$ cat config.mk
export PLATFORM = sky130hd
export DESIGN_NAME = lcd_text_page_show
export DESIGN_NICKNAME = d
export VERILOG_FILES = /design/src/rtl/lcd_text_pkg.sv /design/src/rtl/lcd_text_ram.sv /design/src/rtl/lcd_text_page_show.sv
export SDC_FILE = /design/constraint.sdc
export NUM_CORES = 2
export LEC_CHECK = 0
export CAP_MARGIN = 10
export CORE_UTILIZATION = 62
export CTS_CLUSTER_DIAMETER = 40
export DETAILED_ROUTE_END_ITERATION = 10
export PLACE_DENSITY = 0.79
export SYNTH_ARGS = -nofsm -noshare
export SYNTH_HDL_FRONTEND = slang
export SYNTH_SLANG_ARGS = --single-unit
$ cat constraint.sdc
create_clock -name sys_clk -period 4.4 [get_ports sys_clk]
set_input_delay 0.44 -clock sys_clk [delete_from_list [all_inputs] [get_ports sys_clk]]
set_output_delay 0.44 -clock sys_clk [all_outputs]
set_load 0.05 [all_outputs]
$ cat src/rtl/lcd_text_pkg.sv
// Shared types and constants for the ST7735 text-page engine: cell layout,
// attribute palette, FSM states and the ASCII-to-font-index mapping.
package lcd_text_pkg;

  localparam int unsigned ASCII_OFFSET = 32;
  localparam logic [7:0]  SPACE_CODE   = 8'h20;
  localparam logic [7:0]  TILDE_CODE   = 8'h7E;

  localparam logic [15:0] PAL0_BG = 16'hE73F;
  localparam logic [15:0] PAL0_FG = 16'h0000;
  localparam logic [15:0] PAL1_BG = 16'hAF7D;
  localparam logic [15:0] PAL1_FG = 16'h0000;
  localparam logic [15:0] PAL2_BG = 16'h815B;
  localparam logic [15:0] PAL2_FG = 16'hFFFF;
  localparam logic [15:0] PAL3_BG = 16'hFA20;
  localparam logic [15:0] PAL3_FG = 16'hFFFF;

  typedef enum logic [2:0] {
    ST_CLEAR,
    ST_IDLE,
    ST_FETCH,
    ST_ISSUE,
    ST_WAIT
  } state_e;

  typedef struct packed {
    logic [7:0] chr;
    logic [1:0] attr;
  } cell_t;

  typedef struct packed {
    logic [15:0] bg;
    logic [15:0] fg;
  } colour_t;

  // Printable ASCII maps onto the font table; everything else renders as space.
  function automatic logic [7:0] ascii_index(input logic [7:0] c);
    if (c >= SPACE_CODE && c <= TILDE_CODE) return c - 8'(ASCII_OFFSET);
    return 8'h00;
  endfunction

  function automatic colour_t palette(input logic [1:0] attr);
    colour_t p;
    unique case (attr)
      2'd0:    p = '{bg: PAL0_BG, fg: PAL0_FG};
      2'd1:    p = '{bg: PAL1_BG, fg: PAL1_FG};
      2'd2:    p = '{bg: PAL2_BG, fg: PAL2_FG};
      default: p = '{bg: PAL3_BG, fg: PAL3_FG};
    endcase
    return p;
  endfunction

endpackage

$ cat src/rtl/lcd_text_ram.sv
// Character/attribute buffer: one write port, one read port with registered
// read data (one-cycle latency). No reset; contents are set by the clear pass.
module lcd_text_ram
  import lcd_text_pkg::*;
#(
  parameter  int unsigned DEPTH = 160,
  localparam int unsigned AW    = (DEPTH > 1) ? $clog2(DEPTH) : 1
) (
  input  logic          clk,
  input  logic          wr_en,
  input  logic [AW-1:0] wr_addr,
  input  cell_t         wr_data,
  input  logic [AW-1:0] rd_addr,
  output cell_t         rd_data
);

  cell_t mem_q [DEPTH];
  cell_t rd_data_q;

  always_ff @(posedge clk) begin
    if (wr_en) mem_q[wr_addr] <= wr_data;
    rd_data_q <= mem_q[rd_addr];
  end

  assign rd_data = rd_data_q;

endmodule

$ cat src/rtl/lcd_text_page_show.sv
// Text-page display engine: redraws dirty rows of a COLS x ROWS character
// buffer through the show-char renderer handshake. Optional blinking cursor
// is built when LCD_TEXT_CURSOR_EN is defined.
module lcd_text_page_show
  import lcd_text_pkg::*;
#(
  parameter  int unsigned COLS      = 20,
  parameter  int unsigned ROWS      = 8,
  parameter  int unsigned CHAR_W    = 8,
  parameter  int unsigned CHAR_H    = 16,
  parameter  int unsigned X0        = 0,
  parameter  int unsigned Y0        = 0,
  parameter  bit          EN_SIZE   = 1'b1,
`ifdef LCD_TEXT_CURSOR_EN
  parameter  int unsigned BLINK_CYC = 13_500_000,
`endif
  localparam int unsigned ROW_W     = (ROWS > 1) ? $clog2(ROWS) : 1,
  localparam int unsigned COL_W     = (COLS > 1) ? $clog2(COLS) : 1
) (
  input  logic             sys_clk,
  input  logic             sys_rst_n,
`ifdef LCD_TEXT_CURSOR_EN
  input  logic             cur_en,
  input  logic [ROW_W-1:0] cur_row,
  input  logic [COL_W-1:0] cur_col,
`endif
  input  logic             init_done,
  input  logic             show_char_done,
  input  logic             wr_en,
  input  logic [ROW_W-1:0] wr_row,
  input  logic [COL_W-1:0] wr_col,
  input  logic [7:0]       wr_char,
  input  logic [1:0]       wr_attr,
  output logic             wr_ready,
  output logic             en_size,
  output logic             show_char_flag,
  output logic [7:0]       ascii_num,
  output logic [8:0]       start_x,
  output logic [8:0]       start_y,
  output logic [15:0]      background_color,
  output logic [15:0]      front_color,
  output logic             page_idle
);

  localparam int unsigned CELLS = ROWS * COLS;
  localparam int unsigned AW    = (CELLS > 1) ? $clog2(CELLS) : 1;

  if ((X0 + COLS * CHAR_W > 160) || (Y0 + ROWS * CHAR_H > 128)) begin : g_geom_check
    $error("lcd_text_page_show: text page does not fit the 160x128 panel");
  end

  state_e           state_q, state_d;
  logic [AW-1:0]    clr_idx_q, clr_idx_d;
  logic [ROW_W-1:0] row_q, row_d;
  logic [COL_W-1:0] col_q, col_d;
  logic [ROWS-1:0]  dirty_q, dirty_d;
  logic             show_char_flag_q, show_char_flag_d;
  logic [7:0]       ascii_num_q, ascii_num_d;
  logic [8:0]       start_x_q, start_x_d;
  logic [8:0]       start_y_q, start_y_d;
  logic [15:0]      bg_q, bg_d;
  logic [15:0]      fg_q, fg_d;
  logic             wr_ready_q, wr_ready_d;
  logic             page_idle_q, page_idle_d;

  logic             wr_hit_c;
  logic             ram_we_c;
  logic [AW-1:0]    ram_waddr_c;
  logic [AW-1:0]    ram_raddr_c;
  cell_t            ram_wdata_c;
  cell_t            ram_rdata;
  logic [ROW_W-1:0] pick_row_c;
  logic             swap_c;
  colour_t          pal_c;

  // Host writes land only outside the clear pass and only inside the page.
  assign wr_hit_c = wr_en && wr_ready_q &&
                    (32'(wr_row) < ROWS) && (32'(wr_col) < COLS);

  always_comb begin
    ram_we_c    = wr_hit_c;
    ram_waddr_c = AW'(32'(wr_row) * COLS + 32'(wr_col));
    ram_wdata_c = '{chr: wr_char, attr: wr_attr};
    if (state_q == ST_CLEAR) begin
      ram_we_c    = 1'b1;
      ram_waddr_c = clr_idx_q;
      ram_wdata_c = '{chr: SPACE_CODE, attr: 2'd0};
    end
  end

  assign ram_raddr_c = AW'(32'(row_q) * COLS + 32'(col_q));

  lcd_text_ram #(
    .DEPTH (CELLS)
  ) u_ram (
    .clk     (sys_clk),
    .wr_en   (ram_we_c),
    .wr_addr (ram_waddr_c),
    .wr_data (ram_wdata_c),
    .rd_addr (ram_raddr_c),
    .rd_data (ram_rdata)
  );

  // Fixed-priority arbitration: lowest dirty row wins.
  always_comb begin
    pick_row_c = '0;
    for (int i = int'(ROWS) - 1; i >= 0; i--) begin
      if (dirty_q[i]) pick_row_c = ROW_W'(i);
    end
  end

`ifdef LCD_TEXT_CURSOR_EN
  localparam int unsigned BW = (BLINK_CYC > 1) ? $clog2(BLINK_CYC) : 1;

  logic [BW-1:0]    blink_cnt_q, blink_cnt_d;
  logic             phase_q, phase_d;
  logic [ROW_W-1:0] cur_row_prev_q;
  logic [COL_W-1:0] cur_col_prev_q;
  logic             blink_tog_c;
  logic             cur_move_c;
  logic             cur_row_ok_c;

  always_comb begin
    blink_tog_c  = (32'(blink_cnt_q) == BLINK_CYC - 1);
    blink_cnt_d  = blink_tog_c ? '0 : blink_cnt_q + BW'(1);
    phase_d      = phase_q ^ blink_tog_c;
    cur_move_c   = (cur_row != cur_row_prev_q) || (cur_col != cur_col_prev_q);
    cur_row_ok_c = (32'(cur_row) < ROWS);
    swap_c       = cur_en && phase_q && (row_q == cur_row) && (col_q == cur_col);
  end

  always_ff @(posedge sys_clk or negedge sys_rst_n) begin
    if (!sys_rst_n) begin
      blink_cnt_q    <= '0;
      phase_q        <= 1'b0;
      cur_row_prev_q <= '0;
      cur_col_prev_q <= '0;
    end else begin
      blink_cnt_q    <= blink_cnt_d;
      phase_q        <= phase_d;
      cur_row_prev_q <= cur_row;
      cur_col_prev_q <= cur_col;
    end
  end
`else
  assign swap_c = 1'b0;
`endif

  assign pal_c = palette(ram_rdata.attr);

  // Next-state and registered-output logic.
  always_comb begin
    state_d          = state_q;
    clr_idx_d        = clr_idx_q;
    row_d            = row_q;
    col_d            = col_q;
    dirty_d          = dirty_q;
    show_char_flag_d = 1'b0;
    ascii_num_d      = ascii_num_q;
    start_x_d        = start_x_q;
    start_y_d        = start_y_q;
    bg_d             = bg_q;
    fg_d             = fg_q;

    unique case (state_q)
      ST_CLEAR: begin
        clr_idx_d = clr_idx_q + AW'(1);
        if (32'(clr_idx_q) == CELLS - 1) begin
          clr_idx_d = '0;
          dirty_d   = '1;
          state_d   = ST_IDLE;
        end
      end
      ST_IDLE: begin
        if (init_done && (dirty_q != '0)) begin
          row_d   = pick_row_c;
          col_d   = '0;
          state_d = ST_FETCH;
        end
      end
      ST_FETCH: begin
        if (col_q == '0) dirty_d[row_q] = 1'b0;
        state_d = ST_ISSUE;
      end
      ST_ISSUE: begin
        ascii_num_d      = ascii_index(ram_rdata.chr);
        start_x_d        = 9'(X0 + 32'(col_q) * CHAR_W);
        start_y_d        = 9'(Y0 + 32'(row_q) * CHAR_H);
        bg_d             = swap_c ? pal_c.fg : pal_c.bg;
        fg_d             = swap_c ? pal_c.bg : pal_c.fg;
        show_char_flag_d = 1'b1;
        state_d          = ST_WAIT;
      end
      ST_WAIT: begin
        if (show_char_done) begin
          if (32'(col_q) == COLS - 1) begin
            state_d = ST_IDLE;
          end else if (!init_done) begin
            // Panel went away mid-row: park and redraw the whole row later.
            dirty_d[row_q] = 1'b1;
            state_d        = ST_IDLE;
          end else begin
            col_d   = col_q + COL_W'(1);
            state_d = ST_FETCH;
          end
        end
      end
      default: state_d = ST_CLEAR;
    endcase

`ifdef LCD_TEXT_CURSOR_EN
    if (blink_tog_c && cur_row_ok_c) dirty_d[cur_row] = 1'b1;
    if (cur_move_c) begin
      if (32'(cur_row_prev_q) < ROWS) dirty_d[cur_row_prev_q] = 1'b1;
      if (cur_row_ok_c) dirty_d[cur_row] = 1'b1;
    end
`endif
    // A write wins over a same-cycle dirty clear so the row is drawn again.
    if (wr_hit_c) dirty_d[wr_row] = 1'b1;

    wr_ready_d  = (state_d != ST_CLEAR);
    page_idle_d = (state_d == ST_IDLE) && (dirty_d == '0);
  end

  always_ff @(posedge sys_clk or negedge sys_rst_n) begin
    if (!sys_rst_n) begin
      state_q          <= ST_CLEAR;
      clr_idx_q        <= '0;
      row_q            <= '0;
      col_q            <= '0;
      dirty_q          <= '0;
      show_char_flag_q <= 1'b0;
      ascii_num_q      <= 8'h00;
      start_x_q        <= 9'd0;
      start_y_q        <= 9'd0;
      bg_q             <= PAL0_BG;
      fg_q             <= PAL0_FG;
      wr_ready_q       <= 1'b0;
      page_idle_q      <= 1'b0;
    end else begin
      state_q          <= state_d;
      clr_idx_q        <= clr_idx_d;
      row_q            <= row_d;
      col_q            <= col_d;
      dirty_q          <= dirty_d;
      show_char_flag_q <= show_char_flag_d;
      ascii_num_q      <= ascii_num_d;
      start_x_q        <= start_x_d;
      start_y_q        <= start_y_d;
      bg_q             <= bg_d;
      fg_q             <= fg_d;
      wr_ready_q       <= wr_ready_d;
      page_idle_q      <= page_idle_d;
    end
  end

  assign en_size          = EN_SIZE;
  assign wr_ready         = wr_ready_q;
  assign show_char_flag   = show_char_flag_q;
  assign ascii_num        = ascii_num_q;
  assign start_x          = start_x_q;
  assign start_y          = start_y_q;
  assign background_color = bg_q;
  assign front_color      = fg_q;
  assign page_idle        = page_idle_q;

endmodule

* Yosys cells after proc, flatten, opt, wreduce, memory -nomap -nowiden *
Memory sizes are Yosys's and may differ from the RTL's. A register that Yosys moved wholly into a read port is not among the register bits.
Index checks and enable logic that the tools add are counted.

operators by class
  reductions and logical operators = 16
  eq/ne operators = 13
  $add $sub $neg = 5
  $lt $le $gt $ge = 7
  divide/modulo/power cells = 0
  bitwise operators = 4
  $mul = 2
  multiplexer cells = 42
  shift-type cells = 0

operator list
  operator                                                    count
  case mux 31 bit (3 select lines)                            1
  2-to-1 mux 8 bit                                            10
  2-to-1 mux 3 bit                                            11
  case mux 8 bit (3 select lines)                             1
  2-to-1 mux 5 bit                                            4
  adder 8 x 5 -> 8 bit                                        2
  bitwise OR 8 bit                                            2
  case mux 3 bit (5 select lines)                             1
  multiplier 3 x 3 -> 6 bit, second input constant            2
  2-to-1 mux 10 bit                                           1
  case mux 5 bit (2 select lines)                             1
  adder 8 x 1 -> 8 bit, second input constant                 1
  AND 8 bit                                                   1
  == test 8 bit, second input constant                        1
  >= comparator 8 x 6 -> 1 bit, second input constant         1
  <= comparator 8 x 7 -> 1 bit, second input constant         1
  logical NOT 8 bit                                           1
  less-than comparator 3 x 4 -> 1 bit, second input constant  2
  2-to-1 mux 1 bit                                            8
  != test 2 bit, second input constant                        4
  inverter 8 bit                                              1
  nonzero test 8 bit                                          1
  subtractor 8 x 6 -> 8 bit, second input constant            1
  logical AND 1 bit                                           7
  other kinds (18)                                            23

word-level totals
  bits in writable memories = 1600
  ROM bits = 0
  bits in latches = 0
  memories kept = 1
  word-level logic and storage cells = 103
  register bits after elaboration = 78

memory list
  memory       words  bits a word  read ports  clocked after Yosys merged registers in  write ports  line                source
  u_ram.mem_q  160    10           1           1                                        1            lcd_text_ram.sv:17  cell_t mem_q [DEPTH];

* Logic depth before layout (Yosys ltp) *
  depth after elaboration = 13
  gate-level depth with buffers = 14

* Hierarchy *
A second synthesis with hierarchy kept.

unflattened totals
  cell total of the unflattened synthesis = 3353
  area, all modules = 66018.3 um2

by module, submodules not included
  module              area an instance (um2)  instances  cells each  sequential area each (um2)
  lcd_text_ram        62501.2                 1          2973        48246.3
  lcd_text_page_show  3517.1                  1          380         1382.6

* Least setup slack after synthesis *
OpenSTA, ideal clock, no wires.

  path kind = register -> register
  from = register state_q[1]
  to = memory u_ram.mem_q[0][0] (netlist bit) (data pin)
  clock period less this slack = 3937 ps
  slack = 463 ps
  setup time = 619 ps
  stages on the path, launching flop included = 6
  arrival = 3319 ps
  path buffers = 3
  required time = 3781 ps
  cells stage by stage = dfrtp_1 or3_1 clkbuf_1 clkbuf_1 clkbuf_1 and2_1

RTL lines
  element                   line                       source
  start: declaration        lcd_text_page_show.sv:52   state_e state_q, state_d;
  start signal: assignment  lcd_text_page_show.sv:241  state_q <= state_d;
  end: declaration          lcd_text_ram.sv:17

* Worst setup path in the final report *
  from = register row_q[0]
  to = register u_ram.rd_data[1] (netlist name)

on the way
  longest elaborated chain between the ends = 2

RTL lines
  element                    line                       source
  start: declaration         lcd_text_page_show.sv:54   logic [ROW_W-1:0] row_q, row_d;
  start signal: assignment   lcd_text_page_show.sv:243  row_q <= row_d;
  multiplier 3 x 3 -> 6 bit  lcd_text_page_show.sv:91   assign ram_raddr_c = AW'(32'(row_q) * COLS + 32'(col_q));
  adder 8 x 5 -> 8 bit       lcd_text_page_show.sv:91

No other way between the ends.
A chain may end at the register's enable or synchronous reset.

==> flow_summary.yaml <==
finish:
  ff_latch_area_um2: 49600
  fin_area_um2: 75400
  final_cells: 5117
  area_growth_pct: 14.6
  fin_util_pct: 71.6
  drive_gt1_share_pct: 27.7
  multiInputGateArea_um2: 14900
  nets: 3632
  fillers: 5761
pwr:
  p_leak_nw: 23.1
  irDropWorstVdd_mv: 0.438
  power_mw: 31.6
  pwr_density_cell_nw_per_um2: 419
sta:
  hold_viol_final: 0
  worst-slew-pin-transition_ns: 1.36
  holdWs_ns: 0.362
  post-route-period-util_pct: 101
  maxSlewViolCount: 0
  setup_violations: 1
  fin_skew_ns: 0.0371
  setup_slack_ns: -0.0264
  rsz0062_at_grt: "no"
  period_minus_slack_ns: 4.43
  tns_ns: -0.0264
  maxSlewHeadroom_pct: 8.83
  timing.fmax_mhz: 226
logic_synthesis:
  synth_area_leaders: "edfxtp_1, mux4_2, dfrtp_1, nor2_1, mux2i_1"
  yosysSeqAreaShare_pct: 75.5
  synth_cell_type_count: 79
  yosysMostFrequentCell: "edfxtp_1"
  synth-edff-count: 1600
  synth_area_um2: 65700
  synth_area_leader_cell: "edfxtp_1"
  synth_async_sr_flop_share_pct: 3.30
  synth_area_per_cell_um2: 20.4
  synth_cells: 3215
  ys_ff_latch: 1665
  yosys_warnings: 0
  synth_top_area_share_pct: 73.1
  synthTopCellsByCount: "edfxtp_1, mux4_2, nor2_1"
  synth_flop_cell: "edfxtp_1"
setup_path:
  worstReg2RegStart: "row_q[0]"
  path_cells: "ha_1 -> ha_1 -> xnor2_4 -> buf_4 -> nor2_1 -> nand2_1 -> o22ai_1 -> o31a_1 -> nor4_1"
  max_stage_delay_ns: 1.05
  timing.critical_path.mode_cell: "ha_1"
  path_class: "register to register"
  path_max_fanout: 20
  crit_path_top_delay_cell: "nor2_1"
  crit_buf_inv: 1
  r2r_slack_ns: -0.03
  critical-path-top-delay-family: "simple AND/OR/NAND/NOR gates"
  crit_path_end_kind: "register"
  required_ns: 5.03
  worst_ep_arrival_time_ns: 5.06
  worstSetupStartpointType: "register"
  crit_start: "row_q[0]"
cts:
  cts_max_level: 4
  cts-root-buf: "clkbuf_16"
  clock_path_buffers: 3
  cts_made_buffers: 172
  cts_sinks: 1665
  clk_pin_slew_ns: 0.05
  cts_tree: "built"
  clk_latency_ns: 0.78
outcome:
  status: "finished with violations"
  violations: "negative setup slack"
min_path:
  hp-class: "input pin to asynchronous set/reset pin"
drt:
  drt_iter0_drc: 6094
  drt-met1-wl_um: 60400
  totalWireLength_um: 174000
  ant_nets: 0
  dr_wl_met2_um: 83900
  wl_per_cell_um: 34.1
  dr_wl_met3_um: 20700
  vias: 36200
  post_drt_via_cell_ratio: 7.07
  drt_pass1_iterations: 6
  highest_layer: "met5"
  drc: 0
placement:
  routabilityCongestion: 0.944
  port_buffers: 71
  dp.cells: 4800
  place_area_um2: 69700
  pre_cts_ws_ns: 0.180
  post-dp-hpwl_um: 104000
global_routing:
  grt_start_max_net_pins: 92
  grt_pass1_wl_um: 252000
  grt_pass1_vias: 35800
  antenna_found_initial: 7
  grt-ovfl-total: 0
  grtUsageTotal_pct: 33.1
floorplanning:
  die_w_um: 328
  initial_core_util_pct: 62.4
  dieHeight_um: 328
  rows: 119
  core-area_um2: 105000
  pin_count: 85
  die_area_um2: 107000
flow_run:
  timing.max_cap.violations: 0
-- flip-flops by register name, indices dropped and copies added, names as in the netlist --
signal	count
front_color	1
row_q	3
ascii_num	8
col_q	5
clr_idx_q	8
show_char_flag	1
start_y	3
start_x	5
background_color	8
state_q	3
dirty_q	8
page_idle	1
wr_ready	1
u_ram.rd_data	10
u_ram.mem_q	1600
-- report_power, final --
part           leakage, nW  total (mW)  switching (mW)  internal, mW
logic                 5.98       0.105          0.0708        0.0339
clock network         2.71        14.4            6.24          8.13
registers             14.4        17.1        0.000578          17.1
-- path summary, 6_finish.rpt --
kind,endpoint,cells after the start
worst max-delay path,u_ram.rd_data[1],9
worst min-delay path,start_y[6],3
worst max register to register,u_ram.rd_data[1],9
worst min register to register,background_color[6],2
max in group asynchronous,col_q[1],3
min in group sys_clk,state_q[2],2
-- timing repair --
item	CTS	global route
resized for setup	0	1
setup endpoints to repair	0	1
endpoints found under the hold margin	50	0
setup buffers	0	0
hold buffers	1	0
-- worst register-to-register path, delay by kind of cell (launching register included) --
family          cells  cell delay (ns)
buf+inv             1             0.34
xor+xnor            1             0.31
flops               1             0.50
simple gates        3             1.55
compound gates      2             0.62
fa+ha+maj           2             0.98
-- layer usage --
layer  global-route usage, %  vias to the layer above
met1                    44.6                    18400
li1                        -                    14000
met5                       0                        -
met3                    7.39                      594
met4                    15.3                       12
met2                    52.5                     3098
-- cells in the final DEF (no fill, tap or decap), drive strengths merged, types with 8 or more instances in the layout --
cell	synthesis	final
nor3	23	23
conb	2	13
mux2i	55	55
clkinv	0	71
a21oi	17	17
o22ai	55	55
a22oi	16	16
buf	151	310
nand3	52	52
a21o	9	9
clkinvlp	0	15
or3	13	13
edfxtp	1600	1600
inv	17	39
nor2b	21	21
mux2	8	8
and2	16	16
nand4	15	15
clkdlybuf4s50	0	70
nand2	147	147
o211ai	8	8
a22o	15	15
a31oi	16	16
o31ai	8	8
dfrtp	50	50
dfxtp	10	10
nor2	217	217
a211oi	20	20
clkbuf	45	195
ha	22	22
o21ai	31	31
nor4	16	16
or4	9	9
mux4	413	413
bufinv	0	11
-- area by class of cell --
class                   instances  area share [%]
clock inverters               119            1.41
well taps                    1391            2.31
repair buffers                381            4.49
diodes                          1         0.00332
flip-flops and latches       1665            65.9
inverters                      17          0.0847
multi-input cells            1348            19.8
clock buffers                 195            6.01
-- kinds of logic after synthesis --
logic type / after synthesis / share of synthesized area [%]
other: 2 / 0.0114
and+or+nand+nor: 571 / 4.05
muxes: 476 / 15.1
buffers and inverters: 213 / 1.96
AOI/OAI and AO/OA: 250 / 2.68
adders and majority gates: 24 / 0.480
DFF: 1665 / 75.5
xor gates and xnor gates: 14 / 0.187
(Power assumes the default switching activity.)
